$ cat src/rtl/calc_operand_seq.sv
// calc_operand_seq
// ----------------
// Upstream sequencer for the 4-bit calculator ALU. It collects operand A, an
// opcode and operand B as a stream of W-bit tokens. It drives registered
// A/B/op into a combinational ALU. One cycle later it captures the ALU result
// and offers it downstream.
//
// Handshakes (both directions): a transfer happens at a rising edge of clk
// when valid && ready are both high. The producer holds the payload stable
// while valid is high and ready is low. ready never depends on valid.
//
// Optional feature, macro CALC_CHAIN_EN (accumulator mode): after a result
// transfer the sequencer goes to GET_OP and loads the result into alu_a, so
// the next calculation starts from the previous result. Without the macro,
// every calculation starts at GET_A.
//
// Ports
//   clk         system clock, rising edge
//   rst         synchronous reset, active-high
//   in_valid    token present on in_data
//   in_ready    sequencer accepts a token this cycle (GET_A/GET_OP/GET_B)
//   in_data     token: operand value, or opcode in bits [OPW-1:0]
//   abort       synchronous flush of the current calculation
//   alu_a       registered operand A to the ALU
//   alu_b       registered operand B to the ALU
//   alu_op      registered opcode (00 add, 01 sub, 10 or, 11 negate A)
//   alu_result  combinational ALU output
//   res_valid   result available
//   res_ready   downstream accepts result
//   res_data    captured result
//   err         one-cycle pulse after an illegal opcode token
//   dbg_state   current FSM state, for observation only

module calc_operand_seq #(
  parameter int W   = 4,
  parameter int OPW = 2
) (
  input  logic           clk,
  input  logic           rst,
  input  logic           in_valid,
  output logic           in_ready,
  input  logic [W-1:0]   in_data,
  input  logic           abort,
  output logic [W-1:0]   alu_a,
  output logic [W-1:0]   alu_b,
  output logic [OPW-1:0] alu_op,
  input  logic [W-1:0]   alu_result,
  output logic           res_valid,
  input  logic           res_ready,
  output logic [W-1:0]   res_data,
  output logic           err,
  output logic [2:0]     dbg_state
);

  typedef enum logic [2:0] {
    GET_A  = 3'd0,
    GET_OP = 3'd1,
    GET_B  = 3'd2,
    EXEC   = 3'd3,
    HOLD   = 3'd4
  } state_e;

  localparam logic [OPW-1:0] OP_NEG = '1;

  state_e         state_q, state_d;
  logic [W-1:0]   alu_a_q, alu_a_d;
  logic [W-1:0]   alu_b_q, alu_b_d;
  logic [OPW-1:0] alu_op_q, alu_op_d;
  logic [W-1:0]   res_data_q, res_data_d;
  logic           res_valid_q, res_valid_d;
  logic           err_q, err_d;

  logic in_fire;
  logic res_fire;

  assign in_ready = (state_q == GET_A) || (state_q == GET_OP) || (state_q == GET_B);
  assign in_fire  = in_valid && in_ready;
  assign res_fire = res_valid_q && res_ready;

  always_comb begin
    state_d     = state_q;
    alu_a_d     = alu_a_q;
    alu_b_d     = alu_b_q;
    alu_op_d    = alu_op_q;
    res_data_d  = res_data_q;
    res_valid_d = res_valid_q;
    err_d       = 1'b0;

    if (abort) begin
      // Flush wins over any transfer in the same cycle; operand registers
      // deliberately keep their contents.
      state_d     = GET_A;
      res_valid_d = 1'b0;
    end else begin
      unique case (state_q)
        GET_A: begin
          if (in_fire) begin
            alu_a_d = in_data;
            state_d = GET_OP;
          end
        end

        GET_OP: begin
          if (in_fire) begin
            if (in_data[W-1:OPW] != '0) begin
              // Illegal opcode: drop the token, flag it, keep waiting.
              err_d = 1'b1;
            end else begin
              alu_op_d = in_data[OPW-1:0];
              if (in_data[OPW-1:0] == OP_NEG) begin
                // Negate is unary: no B token is expected.
                alu_b_d = '0;
                state_d = EXEC;
              end else begin
                state_d = GET_B;
              end
            end
          end
        end

        GET_B: begin
          if (in_fire) begin
            alu_b_d = in_data;
            state_d = EXEC;
          end
        end

        EXEC: begin
          // ALU inputs have been stable for the whole cycle.
          res_data_d  = alu_result;
          res_valid_d = 1'b1;
          state_d     = HOLD;
        end

        HOLD: begin
          if (res_fire) begin
            res_valid_d = 1'b0;
`ifdef CALC_CHAIN_EN
            alu_a_d = res_data_q;
            state_d = GET_OP;
`else
            state_d = GET_A;
`endif
          end
        end

        default: begin
          state_d     = GET_A;
          res_valid_d = 1'b0;
        end
      endcase
    end
  end

  always_ff @(posedge clk) begin
    if (rst) begin
      state_q     <= GET_A;
      alu_a_q     <= '0;
      alu_b_q     <= '0;
      alu_op_q    <= '0;
      res_data_q  <= '0;
      res_valid_q <= 1'b0;
      err_q       <= 1'b0;
    end else begin
      state_q     <= state_d;
      alu_a_q     <= alu_a_d;
      alu_b_q     <= alu_b_d;
      alu_op_q    <= alu_op_d;
      res_data_q  <= res_data_d;
      res_valid_q <= res_valid_d;
      err_q       <= err_d;
    end
  end

  assign alu_a     = alu_a_q;
  assign alu_b     = alu_b_q;
  assign alu_op    = alu_op_q;
  assign res_data  = res_data_q;
  assign res_valid = res_valid_q;
  assign err       = err_q;
  assign dbg_state = state_q;

endmodule
$ cat config.mk
export PLATFORM = sky130hd
export DESIGN_NAME = calc_operand_seq
export DESIGN_NICKNAME = d
export VERILOG_FILES = /design/src/rtl/calc_operand_seq.sv
export SDC_FILE = /design/constraint.sdc
export NUM_CORES = 1
export LEC_CHECK = 0
export CAP_MARGIN = 15
export CELL_PAD_IN_SITES_DETAIL_PLACEMENT = 0
export CELL_PAD_IN_SITES_GLOBAL_PLACEMENT = 1
export CORE_MARGIN = 1.5
export CORE_UTILIZATION = 34
export CTS_CLUSTER_SIZE = 24
export DETAILED_ROUTE_END_ITERATION = 10
export GPL_TIMING_DRIVEN = 0
export PLACE_DENSITY = 0.8
export SYNTH_ARGS = -nofsm -noshare
export SYNTH_HDL_FRONTEND = slang
export SYNTH_SLANG_ARGS = --single-unit
$ cat constraint.sdc
create_clock -name clk -period 3.5 [get_ports clk]
set_input_delay 0.35 -clock clk [delete_from_list [all_inputs] [get_ports clk]]
set_output_delay 0.35 -clock clk [all_outputs]
set_load 0.005 [all_outputs]
## Word level (Yosys, flattened, before mapping)

Cells that the tools add are included.

| word-level totals | value |
|---|---|
| register bits | 19 |
| word-level logic and storage cells | 54 |

| cells by class | value |
|---|---|
| bitwise logic cells | 5 |
| equality and inequality tests | 11 |
| reductions and logical operators | 16 |
| multiplexer cells | 15 |

Operator list:

| cell | number |
|---|---|
| $mux W4 | 4 |
| $mux W3 | 5 |
| $pmux W3 S5 | 1 |
| $ne A2 B2 Y1 const B | 5 |
| $pmux W4 S2 | 1 |
| $eq A3 B2 Y1 const B | 2 |
| $reduce_and A6 Y1 | 1 |
| $not A1 Y1 | 5 |
| $reduce_and A5 Y1 | 1 |
| $reduce_and A2 Y1 | 2 |
| $reduce_and A4 Y1 | 1 |
| $reduce_bool A2 Y1 | 2 |
| $reduce_or A4 Y1 | 1 |
| $eq A3 B1 Y1 const B | 1 |
| $eq A3 B3 Y1 const B | 1 |
| $logic_not A3 Y1 | 1 |
| $mux W1 | 3 |
| $pmux W1 S3 | 1 |
| $reduce_and A3 Y1 | 1 |
| $reduce_or A3 Y1 | 1 |
| $eq A2 B2 Y1 const B | 1 |
| $logic_and A1 B1 Y1 | 2 |
| $logic_or A1 B1 Y1 | 2 |
| $ne A2 B1 Y1 const B | 1 |
| $reduce_or A2 Y1 | 1 |

## Depth between registers and ports, before layout

| logic depth | value |
|---|---|
| word-level depth | 6 |
| gate-level depth with buffers | 5 |

## Least setup slack after synthesis

OpenSTA, ideal clock, no wires.

| path | value |
|---|---|
| kind | input to register |
| from | input abort |
| to | register res_data_q[0], in the netlist res_data[0] |
| setup slack | 2.215 ns |
| arrival | 1.157 ns |
| stages on the path | 5 |
| data required time | 3.372 ns |
| path through | buf_4 nor4bb_1 clkbuf_2 mux2i_1 nor2_1 |

| on the way | value |
|---|---|
| longest elaborated chain between the ends | 2 |

Ends and longest elaborated chain:

| what | RTL line | RTL |
|---|---|---|
| from (decl) | 43 | `input logic abort,` |
| $not A1 Y1 (no source line) | -- |  |
| $reduce_and A2 Y1 (no source line) | -- |  |
| to (signal assigned) | 169 | `res_data_q <= res_data_d;` |
| to (decl) | 69 | `logic [W-1:0] res_data_q, res_data_d;` |

Every way passes these cells.
A chain may end at the register's enable or synchronous reset.

## Worst setup path after layout

| path | value |
|---|---|
| from | register state_q[1], in the netlist dbg_state[1] |
| to | output in_ready |

| on the way | value |
|---|---|
| longest elaborated chain between the ends | 3 |
| elaborated cells between the ends (all ways) | 5 |
| those cells by class | 2 x eq/ne; 3 x reduce/logical |

Ends and longest elaborated chain:

| what | RTL line | RTL |
|---|---|---|
| from (decl) | 65 | `state_e state_q, state_d;` |
| from (signal assigned) | 165 | `state_q <= state_d;` |
| $eq A3 B1 Y1 or $logic_not A3 Y1 (tied branches) | 76 | `assign in_ready = (state_q == GET_A) \|\| (state_q == GET_OP) \|\| (state_q == GET_B);` |
| $logic_or A1 B1 Y1 | 76 |  |
| $logic_or A1 B1 Y1 * | 76 |  |
| to (decl) | 41 | `output logic in_ready,` |

Mark *: on every way between the ends. The rest lies on a longest branch, timed or not.

==> impl_results.md <==
* Critical path class: flip-flop to output port
* Cell with the most instances after synthesis: sky130_fd_sc_hd__dfxtp_1
* Clock Skew at 0.01389 ns
* Diodes inserted at 0
* Maxcap violations at 0
* Post-DR wirelength/cell at 12.83 µm
* Final Setup Violations at 0
* Post-Syn Area per Cell at ~9.6 µm²
* Total number of vias at between 800 and 900
* Initial DRC Count at 17
* Arrival time of data at the critical path endpoint at 1.51 ns
* Total Nets Final at about 140
* Depth of the CTS H-tree at 1
* Clock-pin slew on the worst setup and hold paths at 0.11 ns
* Maximum root-to-sink buffer count at 2
* Fmax at 0.5366 GHz
* Port Buf Inserts at 31
* Worst VDD drop at between 200 and 300 µV
* Global-route usage over all layers at 0.1497
* Post-synth top cells: 19 x sky130_fd_sc_hd__dfxtp_1, 9 x sky130_fd_sc_hd__a21oi_1, 8 x sky130_fd_sc_hd__mux2i_1
* Postcts setup bufs at 0
* Part of the cycle the worst path needs at 0.5325
* Design Area, Final at about 1300 µm²
* Combinational family with the most area after synthesis: simple AND/OR/NAND/NOR gates
* Sum of negative setup slack at 0 ns
* Flip-flop and latch count after synthesis at 19
* Number of antenna violations at the first check in global routing at 0
* Final critical path time including I/O delays and setup at approximately 1.9 ns
* Most common flop cell mapped by yosys: sky130_fd_sc_hd__dfxtp_1
* Number of detailed-route iterations in the first pass at 4
* Worst skew pair latency at about 0.31 ns
* Synth Net Count at between 100 and 150
* Final hold violations at 0
* Total of cells resized after clock tree synthesis at 0
* Fin Hold WS at 0.2999 ns
* Post-synth top area share at 0.4153
* Slowest stage delay, CP at 0.51 ns
* Most crowded layer after global routing: met2
* CTS Hold Bufs at 0
* Area of the die at 3014 µm²
* Root Buffer Master: sky130_fd_sc_hd__clkbuf_4
* DP HPWL at 1597 µm
* Clock tree from TritonCTS: done
* Slew at the pin closest to its max-slew limit at 0.4856 ns
* Met3 track demand over resource in global routing at 0.05645
* Top post-synthesis cells by area: sky130_fd_sc_hd__dfxtp_1 42%, sky130_fd_sc_hd__mux2i_1 8.7%, sky130_fd_sc_hd__a21oi_1 4.9%, sky130_fd_sc_hd__nand2b_1 4.1%, sky130_fd_sc_hd__nand3_1 3.3%
* Pin count of the biggest net entering global routing at 12
* Sequential cell area fraction in the yosys report at 0.4153
* Class of the most critical hold timing path: input port to flip-flop
* Via/cell ratio at 5.063
* P_leak at roughly 0.45 nW
* Synthesized instance count at 95
* Number of distinct library cell variants in the gate-level netlist after synthesis at 31
* Post-synthesis share of cell area spent on xor and xnor gates at 0
* Synthesized-area fraction occupied by adder cells at 0
* Placer's final routability congestion estimate at 0.7338
* Biggest fanout along the worst timing path at 10
* Share of synthesized area spent on multiplexers at 0.08743
* CP Launch Type: flip-flop
* Number of buffers created by CTS at 3
* Final Max Slew Viols at 0
* Proportion of layout cells with a drive suffix above 1 at 0.1154
* Relative slew margins at 0.6763
* Cell class contributing the biggest share of worst-path delay: buffers and inverters
* Endpoint required time on the critical path at approximately 3.2 ns
* Placement-stage cell area at 1264 µm²
* Die Ht at about 55 µm
* Total length of routed wires at around 2100 µm
* Slowest library cell on the worst path: sky130_fd_sc_hd__clkdlybuf4s50_1
* Buffers plus inverters on the worst setup path at 2
* Post-synthesis share of cell area spent on and, or, nand and nor gates at 0.2978
* First-pass GRT wire length at between 3000 and 4000 µm
* PD cells at roughly 290 nW/µm²
* Horiz. Die Dim at ~55 µm
* Post-synth ARST share at 0
* Netlist area before placement at 915.9 µm²
* Area added between synthesis and finish at 40.98%
* Crit-path cells: buf_2, a21oi_1, clkdlybuf4s50_1
* Cell taking the most area after synthesis: sky130_fd_sc_hd__dfxtp_1
* Ports at 33
* Global-route met1 utilization at 0.1928
* TritonCTS Sinks at 19
* Residual DRC at 0
* Final design utilization at 0.5119
* Initial cell density of the core at 0.3631
* Number of global-route vias before repair at approximately 700
* Met2 usage in global routing at 0.2321
* Std-Cell Rows at 18
* Type of element capturing the critical path: output port
* RSZ-0062 raised after global routing: false
* Fraction of the mapped netlist area in compound gates at 0.1516
* Number of antenna-violating nets in the routed design at 0
* Count of flip-flops with a built-in enable after synthesis at 0
* Number of synthesis warnings at 0
* Global route total overflow at 0
* Floorplan Core Area at 2522 µm²
* Total power of the final layout at around 0.00038 W
* Run status: finished, final reports clean
where the power goes:
group          total [W]  internal (W)  switching [W]  leakage [nW]
sequential      0.000221      0.000219     0.00000174         0.154
clock           0.000110     0.0000427      0.0000676        0.0177
combinational  0.0000496     0.0000266      0.0000230         0.278
total           0.000381      0.000288      0.0000924         0.449
area by class of cell:
cell class	instances	area (µm²)
Fill cell	249	1231
Multi-Input combinational cell	69	491.7
Sequential cell	19	380.4
Timing Repair Buffer	31	310.3
Buffer	7	43.79
Tap cell	30	37.54
Clock buffer	3	22.52
Clock inverter	1	5.005
stage by stage:
stage | worst slack [ns] | instances
after floorplan | 2.215 | 95
after global placement | 1.648 | 156
after detailed placement | 1.620 | 156
after CTS | 1.634 | 160
after global routing | 1.579 | 160
final | 1.636 | 160
metal layers:
layer	wire (µm)	vias to the layer above
met2	977	21
met3	98	2
li1	-	411
met5	0	-
met1	966	376
met4	10	0
state kept, by name, indices dropped and copies added (netlist names):
name / flops
alu_a: 4
alu_b: 4
res_data: 4
dbg_state: 3
alu_op: 2
err: 1
res_valid: 1
cells by family (layout without fill, tap and decap cells):
kind of cell           count (synthesis)  in the layout
muxes                                  8              8
DFF                                   19             19
and+or+nand+nor                       41             41
AOI/OAI and AO/OA                     20             20
buffers and inverters                  7             42
path summary, 6_finish.rpt:
check                                  start      endpoint  slack, ns  cells past startpoint
worst min register to register      alu_b[1]      alu_b[1]       0.49                      2
worst max-delay path            dbg_state[1]      in_ready       1.64                      3
worst min-delay path                   abort  dbg_state[0]       0.30                      2
worst max register to register  dbg_state[1]   res_data[0]       2.12                      4
placed cells by master (no fill, tap or decap), drive strengths merged, types with 2 or more instances in the layout:
| master | n |
|---|---|
| a21oi | 9 |
| nand2 | 6 |
| nor4b | 2 |
| clkdlybuf4s50 | 31 |
| nor4bb | 2 |
| dfxtp | 19 |
| buf | 4 |
| nor3 | 3 |
| o21ai | 6 |
| clkbuf | 6 |
| nor4 | 2 |
| nor2 | 6 |
| mux2i | 8 |
| nand3 | 6 |
| nand2b | 6 |
Power figures use the tool's default switching activity.
